==> config.mk <==
export PLATFORM = sky130hd
export DESIGN_NAME = updown_counter_param_flat
export DESIGN_NICKNAME = d
export VERILOG_FILES = /design/src/rtl/updown_counter_param_if.sv /design/src/rtl/updown_counter_param.sv /design/src/flat_wrapper.sv
export SDC_FILE = /design/constraint.sdc
export NUM_CORES = 1
export LEC_CHECK = 0
export CAP_MARGIN = 25
export CORE_UTILIZATION = 39
export CTS_BUF_LIST = sky130_fd_sc_hd__clkbuf_16
export CTS_CLUSTER_SIZE = 14
export DETAILED_ROUTE_END_ITERATION = 16
export GPL_TIMING_DRIVEN = 1
export PLACE_DENSITY_LB_ADDON = 0.25
export SLEW_MARGIN = 20
export SYNTH_ARGS = -nofsm -noshare
export SYNTH_HDL_FRONTEND = slang
export SYNTH_SLANG_ARGS = --single-unit
==> constraint.sdc <==
create_clock -name clk -period 1.5 [get_ports clk]
set_input_delay 0.15 -clock clk [delete_from_list [all_inputs] [get_ports clk]]
set_output_delay 0.15 -clock clk [all_outputs]
set_load 0.03 [all_outputs]
==> src/rtl/updown_counter_param_if.sv <==
// Bus bundle for updown_counter_param: control inputs, count and limit flags.
// The UPDOWN_STICKY_EN macro adds the sticky overflow/underflow signals.
interface updown_counter_param_if #(
    parameter int WIDTH = 4
);
    logic             en;
    logic             up_down;
    logic             wrap;
    logic             load;
    logic [WIDTH-1:0] load_val;
    logic [WIDTH-1:0] count;
    logic             at_max;
    logic             at_min;
    logic             tc;
`ifdef UPDOWN_STICKY_EN
    logic             ovf_clr;
    logic             ovf;
    logic             udf;
`endif

    modport master (
        output en, up_down, wrap, load, load_val,
`ifdef UPDOWN_STICKY_EN
        output ovf_clr,
        input  ovf, udf,
`endif
        input  count, at_max, at_min, tc
    );

    modport slave (
        input  en, up_down, wrap, load, load_val,
`ifdef UPDOWN_STICKY_EN
        input  ovf_clr,
        output ovf, udf,
`endif
        output count, at_max, at_min, tc
    );
endinterface

==> src/rtl/updown_counter_param.sv <==
// Parametrised up/down counter with per-cycle saturate/wrap, load, limit flags and terminal pulse.
// Optional sticky overflow/underflow flags are compiled in with UPDOWN_STICKY_EN.
module updown_counter_param #(
    parameter int WIDTH   = 4,
    parameter int MIN_VAL = 0,
    parameter int MAX_VAL = 15,
    parameter int STEP    = 1,
    parameter int RST_VAL = 0
) (
    input logic                   clk,
    input logic                   reset,
    updown_counter_param_if.slave bus
);
    // Two extra bits: one for the carry of count+STEP, one for the sign of count-STEP.
    typedef logic signed [WIDTH+1:0] ext_t;

    localparam ext_t MIN_E   = ext_t'(MIN_VAL);
    localparam ext_t MAX_E   = ext_t'(MAX_VAL);
    localparam ext_t STEP_E  = ext_t'(STEP);
    localparam ext_t RANGE_E = ext_t'(MAX_VAL - MIN_VAL + 1);

    logic [WIDTH-1:0] count_q;
    logic [WIDTH-1:0] count_nxt;
    logic             tc_q;
    logic             tc_nxt;

    ext_t cnt_e;
    ext_t load_e;
    ext_t sum_e;
    ext_t diff_e;
    ext_t wrap_up_e;
    ext_t wrap_dn_e;

    assign cnt_e     = ext_t'({2'b00, count_q});
    assign load_e    = ext_t'({2'b00, bus.load_val});
    assign sum_e     = cnt_e + STEP_E;
    assign diff_e    = cnt_e - STEP_E;
    assign wrap_up_e = sum_e - RANGE_E;
    assign wrap_dn_e = diff_e + RANGE_E;

    always_comb begin
        count_nxt = count_q;
        tc_nxt    = 1'b0;
        if (bus.load) begin
            if (load_e < MIN_E) begin
                count_nxt = MIN_E[WIDTH-1:0];
            end else if (load_e > MAX_E) begin
                count_nxt = MAX_E[WIDTH-1:0];
            end else begin
                count_nxt = bus.load_val;
            end
        end else if (bus.en) begin
            if (bus.up_down) begin
                if (sum_e > MAX_E) begin
                    tc_nxt    = 1'b1;
                    count_nxt = bus.wrap ? wrap_up_e[WIDTH-1:0] : MAX_E[WIDTH-1:0];
                end else begin
                    count_nxt = sum_e[WIDTH-1:0];
                end
            end else begin
                if (diff_e < MIN_E) begin
                    tc_nxt    = 1'b1;
                    count_nxt = bus.wrap ? wrap_dn_e[WIDTH-1:0] : MIN_E[WIDTH-1:0];
                end else begin
                    count_nxt = diff_e[WIDTH-1:0];
                end
            end
        end
    end

    always_ff @(posedge clk) begin
        if (!reset) begin
            count_q <= WIDTH'(RST_VAL);
            tc_q    <= 1'b0;
        end else begin
            count_q <= count_nxt;
            tc_q    <= tc_nxt;
        end
    end

    assign bus.count  = count_q;
    assign bus.tc     = tc_q;
    assign bus.at_max = (cnt_e == MAX_E);
    assign bus.at_min = (cnt_e == MIN_E);

`ifdef UPDOWN_STICKY_EN
    // tc_nxt is only raised by an enabled step, so direction alone classifies the event.
    logic ovf_q;
    logic udf_q;
    logic up_hit;
    logic dn_hit;

    assign up_hit = tc_nxt & bus.up_down;
    assign dn_hit = tc_nxt & ~bus.up_down;

    always_ff @(posedge clk) begin
        if (!reset) begin
            ovf_q <= 1'b0;
            udf_q <= 1'b0;
        end else begin
            ovf_q <= up_hit | (ovf_q & ~bus.ovf_clr);
            udf_q <= dn_hit | (udf_q & ~bus.ovf_clr);
        end
    end

    assign bus.ovf = ovf_q;
    assign bus.udf = udf_q;
`endif
endmodule
==> src/flat_wrapper.sv <==
// flat-port wrapper written by rule: the top's interface ports become plain ports
module updown_counter_param_flat 
#(
    parameter int WIDTH   = 4,
    parameter int MIN_VAL = 0,
    parameter int MAX_VAL = 15,
    parameter int STEP    = 1,
    parameter int RST_VAL = 0
)
  (clk, reset, bus_en, bus_up_down, bus_wrap, bus_load, bus_load_val, bus_count, bus_at_max, bus_at_min, bus_tc);
  updown_counter_param_if #(.WIDTH(WIDTH)) bus_i ();
  input logic clk;
  input logic reset;
  input wire logic [$bits(bus_i.en)-1:0] bus_en;
  input wire logic [$bits(bus_i.up_down)-1:0] bus_up_down;
  input wire logic [$bits(bus_i.wrap)-1:0] bus_wrap;
  input wire logic [$bits(bus_i.load)-1:0] bus_load;
  input wire logic [$bits(bus_i.load_val)-1:0] bus_load_val;
  output wire logic [$bits(bus_i.count)-1:0] bus_count;
  output wire logic [$bits(bus_i.at_max)-1:0] bus_at_max;
  output wire logic [$bits(bus_i.at_min)-1:0] bus_at_min;
  output wire logic [$bits(bus_i.tc)-1:0] bus_tc;
  assign bus_i.en = bus_en;
  assign bus_i.up_down = bus_up_down;
  assign bus_i.wrap = bus_wrap;
  assign bus_i.load = bus_load;
  assign bus_i.load_val = bus_load_val;
  assign bus_count = bus_i.count;
  assign bus_at_max = bus_i.at_max;
  assign bus_at_min = bus_i.at_min;
  assign bus_tc = bus_i.tc;
  updown_counter_param #(.WIDTH(WIDTH), .MIN_VAL(MIN_VAL), .MAX_VAL(MAX_VAL), .STEP(STEP), .RST_VAL(RST_VAL)) u_core (.clk(clk), .reset(reset), .bus(bus_i));
endmodule
Word level (Yosys, flattened, before mapping)
Cells that the tools add are included. Widths: inputs -> output; s select.

$add $sub $neg: 4. Magnitude comparators: 4. Equality and inequality tests: 1. Muxes and demuxes: 12. Bitwise gates (word level): 2. Reductions and logical operators: 3.

Operator list (count): $mux 4 (9); $logic_not 6->1 (1); $add 4x1->5 const B (1); $gt 5x4->1 const B (1); $lt 5x1->1 const B (1); $sub 4x1->5 const B (1); $add 4x1->4 const B (1); $eq 4x1->1 const B (1); $gt 4x4->1 const B (1); $lt 4x1->1 const B (1); $sub 4x1->4 const B (1); $mux 1 (3); $reduce_or 3->1 (1); $not 1->1 (2); $reduce_bool 2->1 (1).

Bits in registers: 5. Output and inout port bits: 7. Logic and storage cells: 28.

Logic depth before layout (Yosys ltp)
Depth in word-level cells: 7. Gate-level depth with buffers: 6.

Worst setup path before layout
No wires, ideal clock.

Kind: register -> register. From: register u_core.count_q[0], in the netlist u_core.bus.count[0]. To: register u_core.tc_q, in the netlist u_core.bus.tc. Setup time: 133 ps. Arrival time: 1777 ps. Required time: 1367 ps. Setup slack: -410 ps. Cell stages (with the launch flop): 7. Buffers on the path: 0. Period minus slack after synthesis: 1910 ps. Cell sequence: dfxtp_1 -> inv_1 -> ha_1 -> nor3b_1 -> maj3_1 -> a31oi_1 -> nor4b_1.

Word-level cells in the longest chain between the ends: 4. Elaborated cells on any way between the ends: 7. Those cells by class: 2 x add/sub; 2 x order compare; 3 x mux.

RTL lines: start, declared (RTL line updown_counter_param.sv:22) `logic [WIDTH-1:0] count_q;`; start signal, assigned (RTL line updown_counter_param.sv:73) `count_q <= WIDTH'(RST_VAL);`; start signal, assigned (RTL line updown_counter_param.sv:76) `count_q <= count_nxt;`; $sub 4x1->5 / $add 4x1->5 (equally long branches) (RTL line updown_counter_param.sv:37, updown_counter_param.sv:36); $lt 5x1->1 / $gt 5x4->1 (equally long branches) (RTL line updown_counter_param.sv:61, updown_counter_param.sv:54); $mux 1, on equally long branches (RTL line updown_counter_param.sv:61, updown_counter_param.sv:54); $mux 1 * (RTL line updown_counter_param.sv:53) `if (bus.up_down) begin`; end signal, assigned (RTL line updown_counter_param.sv:77) `tc_q <= tc_nxt;`; end, declared (RTL line updown_counter_param.sv:24) `logic tc_q;`.

Mark *: on every way between the ends. The rest lies on a longest branch, timed or not. A chain may end at the register's enable or synchronous reset.

Worst setup path in the final report
From: register u_core.count_q[0], in the netlist u_core.bus.count[0]. To: register u_core.count_q[2], in the netlist u_core.bus.count[2].

Word-level cells in the longest chain between the ends: 7. Elaborated cells on any way between the ends: 13. Those cells by class: 4 x add/sub; 2 x order compare; 7 x mux.

RTL lines: $sub 4x1->5 / $add 4x1->5 (equally long branches) (RTL line updown_counter_param.sv:37, updown_counter_param.sv:36); $add 4x1->4 / $sub 4x1->4 (equally long branches) (RTL line updown_counter_param.sv:39, updown_counter_param.sv:38); $mux 4, on equally long branches (RTL line updown_counter_param.sv:63, updown_counter_param.sv:56); $mux 4, on equally long branches (RTL line updown_counter_param.sv:61, updown_counter_param.sv:54); $mux 4 * (RTL line updown_counter_param.sv:53); $mux 4 * (RTL line updown_counter_param.sv:52) `end else if (bus.en) begin`; $mux 4 * (RTL line updown_counter_param.sv:44) `if (bus.load) begin`.

Mark *: on every way between the ends. The rest lies on a longest branch, timed or not. The select of a mux whose other input is x is not followed.

==> impl_metrics.tcl <==
set metrics [dict create \
    status "complete, but fails checks" \
    violations "negative setup slack" \
    grt_overflow 0 \
    p_clk_share_pct 50.4 \
    ctsLongestPathBuffers 2 \
    synthAdderAreaFrac_pct 11.7 \
    ys_ff_latch 5 \
    grt_pass1_wl_um 2480 \
    reg2reg_from "u_core.bus.count[0]$_SDFFE_PN0P_" \
    power_frac_comb_pct 30.7 \
    htree_levels 1 \
    clkTransAtPathRegs_ns 0.04 \
    setup_viol 2 \
    grt_antenna_before_repair 0 \
    io_buffers 16 \
    reg2regPathDepth 7 \
    clock-skew-final_ns 0.00317 \
    synth.area.mux_share_pct 2.20 \
    p_sw_mw 0.241 \
    rsz0062_at_grt "yes" \
    initial_core_util_pct 43.8 \
    final_max_slew_viol_count 0 \
    peakVddDrop_uv 754 \
    worst_slew_pin_slew_ns 0.329 \
    die_height_um 38.3 \
    synth_top_family_by_area "simple AND/OR/NAND/NOR gates" \
    via_per_inst 5.88 \
    dp_hpwl_um 1200 \
    firstDrtPassIters 4 \
    min_period_ns 1.52 \
    critPathCaptureType "register" \
    p_leak_nw 0.414 \
    intPower_mw 0.628 \
    cts_root_buffer "clkbuf_16" \
    cts_buffers 3 \
    coreArea_mm2 0.00117 \
    synth-edff-count 0 \
    path_max_fanout 4 \
    synth_xor_area_share_pct 0 \
    drt_iter0_drc 32 \
    drive_above_1_share_pct 42.6 \
    drc 0 \
    syn_nets 77 \
    drt_wl_total_um 1700 \
    num_antenna_cells 0 \
    crit_arrival_ns 1.69 \
    area.growth.synth_to_final_pct 88.8 \
    yosysWarnings 0 \
    grt_pass1_vias 533 \
    syn_area_um2 513 \
    synth_area_per_cell_um2 8.14 \
    synth_compound_area_share_pct 25.9 \
    maxCapViolations 0 \
    path_class "register to register" \
    fp.dieW_um 38.3 \
    r2r-end "u_core.bus.count[2]$_SDFFE_PN0P_" \
    critPathLaunchType "register" \
    switching_share_pct 27.7 \
    final_cells 108 \
    layout_setup_ws_ns -0.0225 \
    hold_violations 0 \
    power.density_mw_per_mm2 897 \
    min_path_cells 3 \
    grt_max_degree 11 \
    sequentialPowerShare_pct 18.8 \
    critPathCapture "u_core.bus.count[2]$_SDFFE_PN0P_" \
    hold_path.class "input pin to register" \
    reg2reg_setup_slack_ns -0.02 \
    required_ns 1.67 \
    routedWlPerCell_um 15.8 \
    cts_tree "built" \
    antenna_left 0 \
    min_period_over_period_pct 101 \
    async_reset_ff_share_pct 0 \
    grt_usage_pct 26.1 \
    ioPinCount 17 \
    ys.flop_type "dfxtp_1" \
    place_inst 103 \
    final_nets 109 \
    crit_path_start "u_core.bus.count[0]$_SDFFE_PN0P_" \
    ys_seq_area_share_pct 19.5 \
    clkLatencyLatePin_ns 0.23 \
    rows 12 \
    max_freq_mhz 657 \
    fp.dieArea_mm2 0.00146 \
    clkSinkCount 5 \
    total_power_mw 0.869 \
    gpl.final_weighted_congestion 0.827 \
    yosys.area_share.simple_pct 31.0 \
    relSlewSlack_pct 78.0 \
    synth.distinct_cells 30 \
    synthCells 63 \
    num_vias 635 \
]
[how the worst min path moves through the flow]
stage	start	endpoint	slack, ns
2_1_floorplan	reset	u_core.bus.count[0]$_SDFFE_PN0P_	0.27
3_3_place_gp	u_core.bus.count[3]$_SDFFE_PN0P_	u_core.bus.count[3]$_SDFFE_PN0P_	0.63
3_5_place_dp	u_core.bus.count[3]$_SDFFE_PN0P_	u_core.bus.count[3]$_SDFFE_PN0P_	0.63
4_1_cts	bus_load_val[1]	u_core.bus.count[1]$_SDFFE_PN0P_	0.48
5_1_grt	bus_load_val[1]	u_core.bus.count[1]$_SDFFE_PN0P_	0.52
6_report	bus_load_val[1]	u_core.bus.count[1]$_SDFFE_PN0P_	0.48
[layout by cell type, fill, tap and decap left out, types with 2 or more instances in the layout]
cell             synthesis  routed
clkbuf_16                0       3
dlygate4sd2_1            0       4
nor4b_2                  1       2
and4b_1                  2       2
buf_4                    0      17
nand2_1                  4       3
a21oi_1                  3       2
clkdlybuf4s50_1          0      10
o21ai_0                  3       3
and3_1                   2       2
nor2_1                   3       3
nand2b_1                 3       3
o311a_1                  2       2
a31oi_1                  4       3
dfxtp_4                  0       2
nor3b_2                  0       2
dfxtp_1                  5       2
o211ai_1                 2       2
ha_4                     0       2
inv_1                    4       3
[cell families after synthesis]
family,count (synthesis)
AOI/OAI and AO/OA,19
adders and majority gates,5
buffers and inverters,9
DFF,5
muxes,1
and+or+nand+nor,24
[synthesized netlist by cell type, drive strengths merged (3+ instances only)]
cell type  number  area, µm²
a21oi           3       15.0
a31oi           4       25.0
buf             3       27.5
dfxtp           5        100
ha              4       50.1
inv             4       15.0
nand2           4       15.0
nand2b          3       18.8
nor2            3       11.3
nor3b           3       22.5
nor4b           3       32.5
o21ai           3       15.0
[cell type report]
class | count | area (µm²)
flip-flops and latches | 5 | 109
inverters | 4 | 22.5
clock inverters | 1 | 3.75
repair buffers | 32 | 274
fillers | 76 | 203
multi-input cells | 49 | 467
well taps | 14 | 17.5
clock buffers | 3 | 75.1
[routing by layer]
| layer | track usage (%) | up-vias | routed length, µm |
|---|---|---|---|
| li1 | - | 307 | - |
| met1 | 31.1 | 301 | 726 |
| met2 | 42.8 | 23 | 851 |
| met3 | 8.72 | 4 | 100 |
| met4 | 9.82 | 0 | 23 |
| met5 | 0 | - | 0 |
[through the flow]
step	area, µm²	util [%]	setup WS, ns	hold WS, ns	TNS, ns
after floorplan	571	-	-0.0349	0.271	-0.0577
after global placement	821	70.1	-0.0842	0.625	-0.339
after detailed placement	821	70.1	-0.130	0.629	-0.449
after CTS	923	78.8	-0.00295	0.483	-0.00295
after global routing	968	82.7	-0.0582	0.521	-0.113
final	968	82.7	-0.0225	0.482	-0.0388
[power groups by stage]
stage | combinational (mW) | sequential [mW] | clock, mW
finish | 0.267 | 0.164 | 0.438
global route | 0.286 | 0.165 | 0.455
CTS | 0.247 | 0.162 | 0.444
detailed placement | 0.239 | 0.164 | 0
global placement | 0.234 | 0.163 | 0
floorplan | 0.121 | 0.177 | 0
[worst max-delay path, stage by stage, from the launching register on]
cell	delay, ns
dfxtp_4	0.36
inv_6	0.08
ha_4	0.13
buf_6	0.10
nand2_2	0.04
mux2_4	0.28
o32ai_4	0.26
o311a_1	0.19
[flip-flops by register name (all words and copies together) (netlist names)]
name,cells
u_core.bus.count,4
u_core.bus.tc,1
[what timing repair did]
action | 4_1_cts | 5_1_grt
gates resized for setup | 8 | 9
hold endpoints to repair | 0 | 0
pin swaps | 4 | 3
buffers inserted | 0 | 1
gates cloned | 0 | 0
setup endpoints to repair | 7 | 4
hold buffers | 0 | 0
Note: power is estimated with default switching activity, not from simulation.
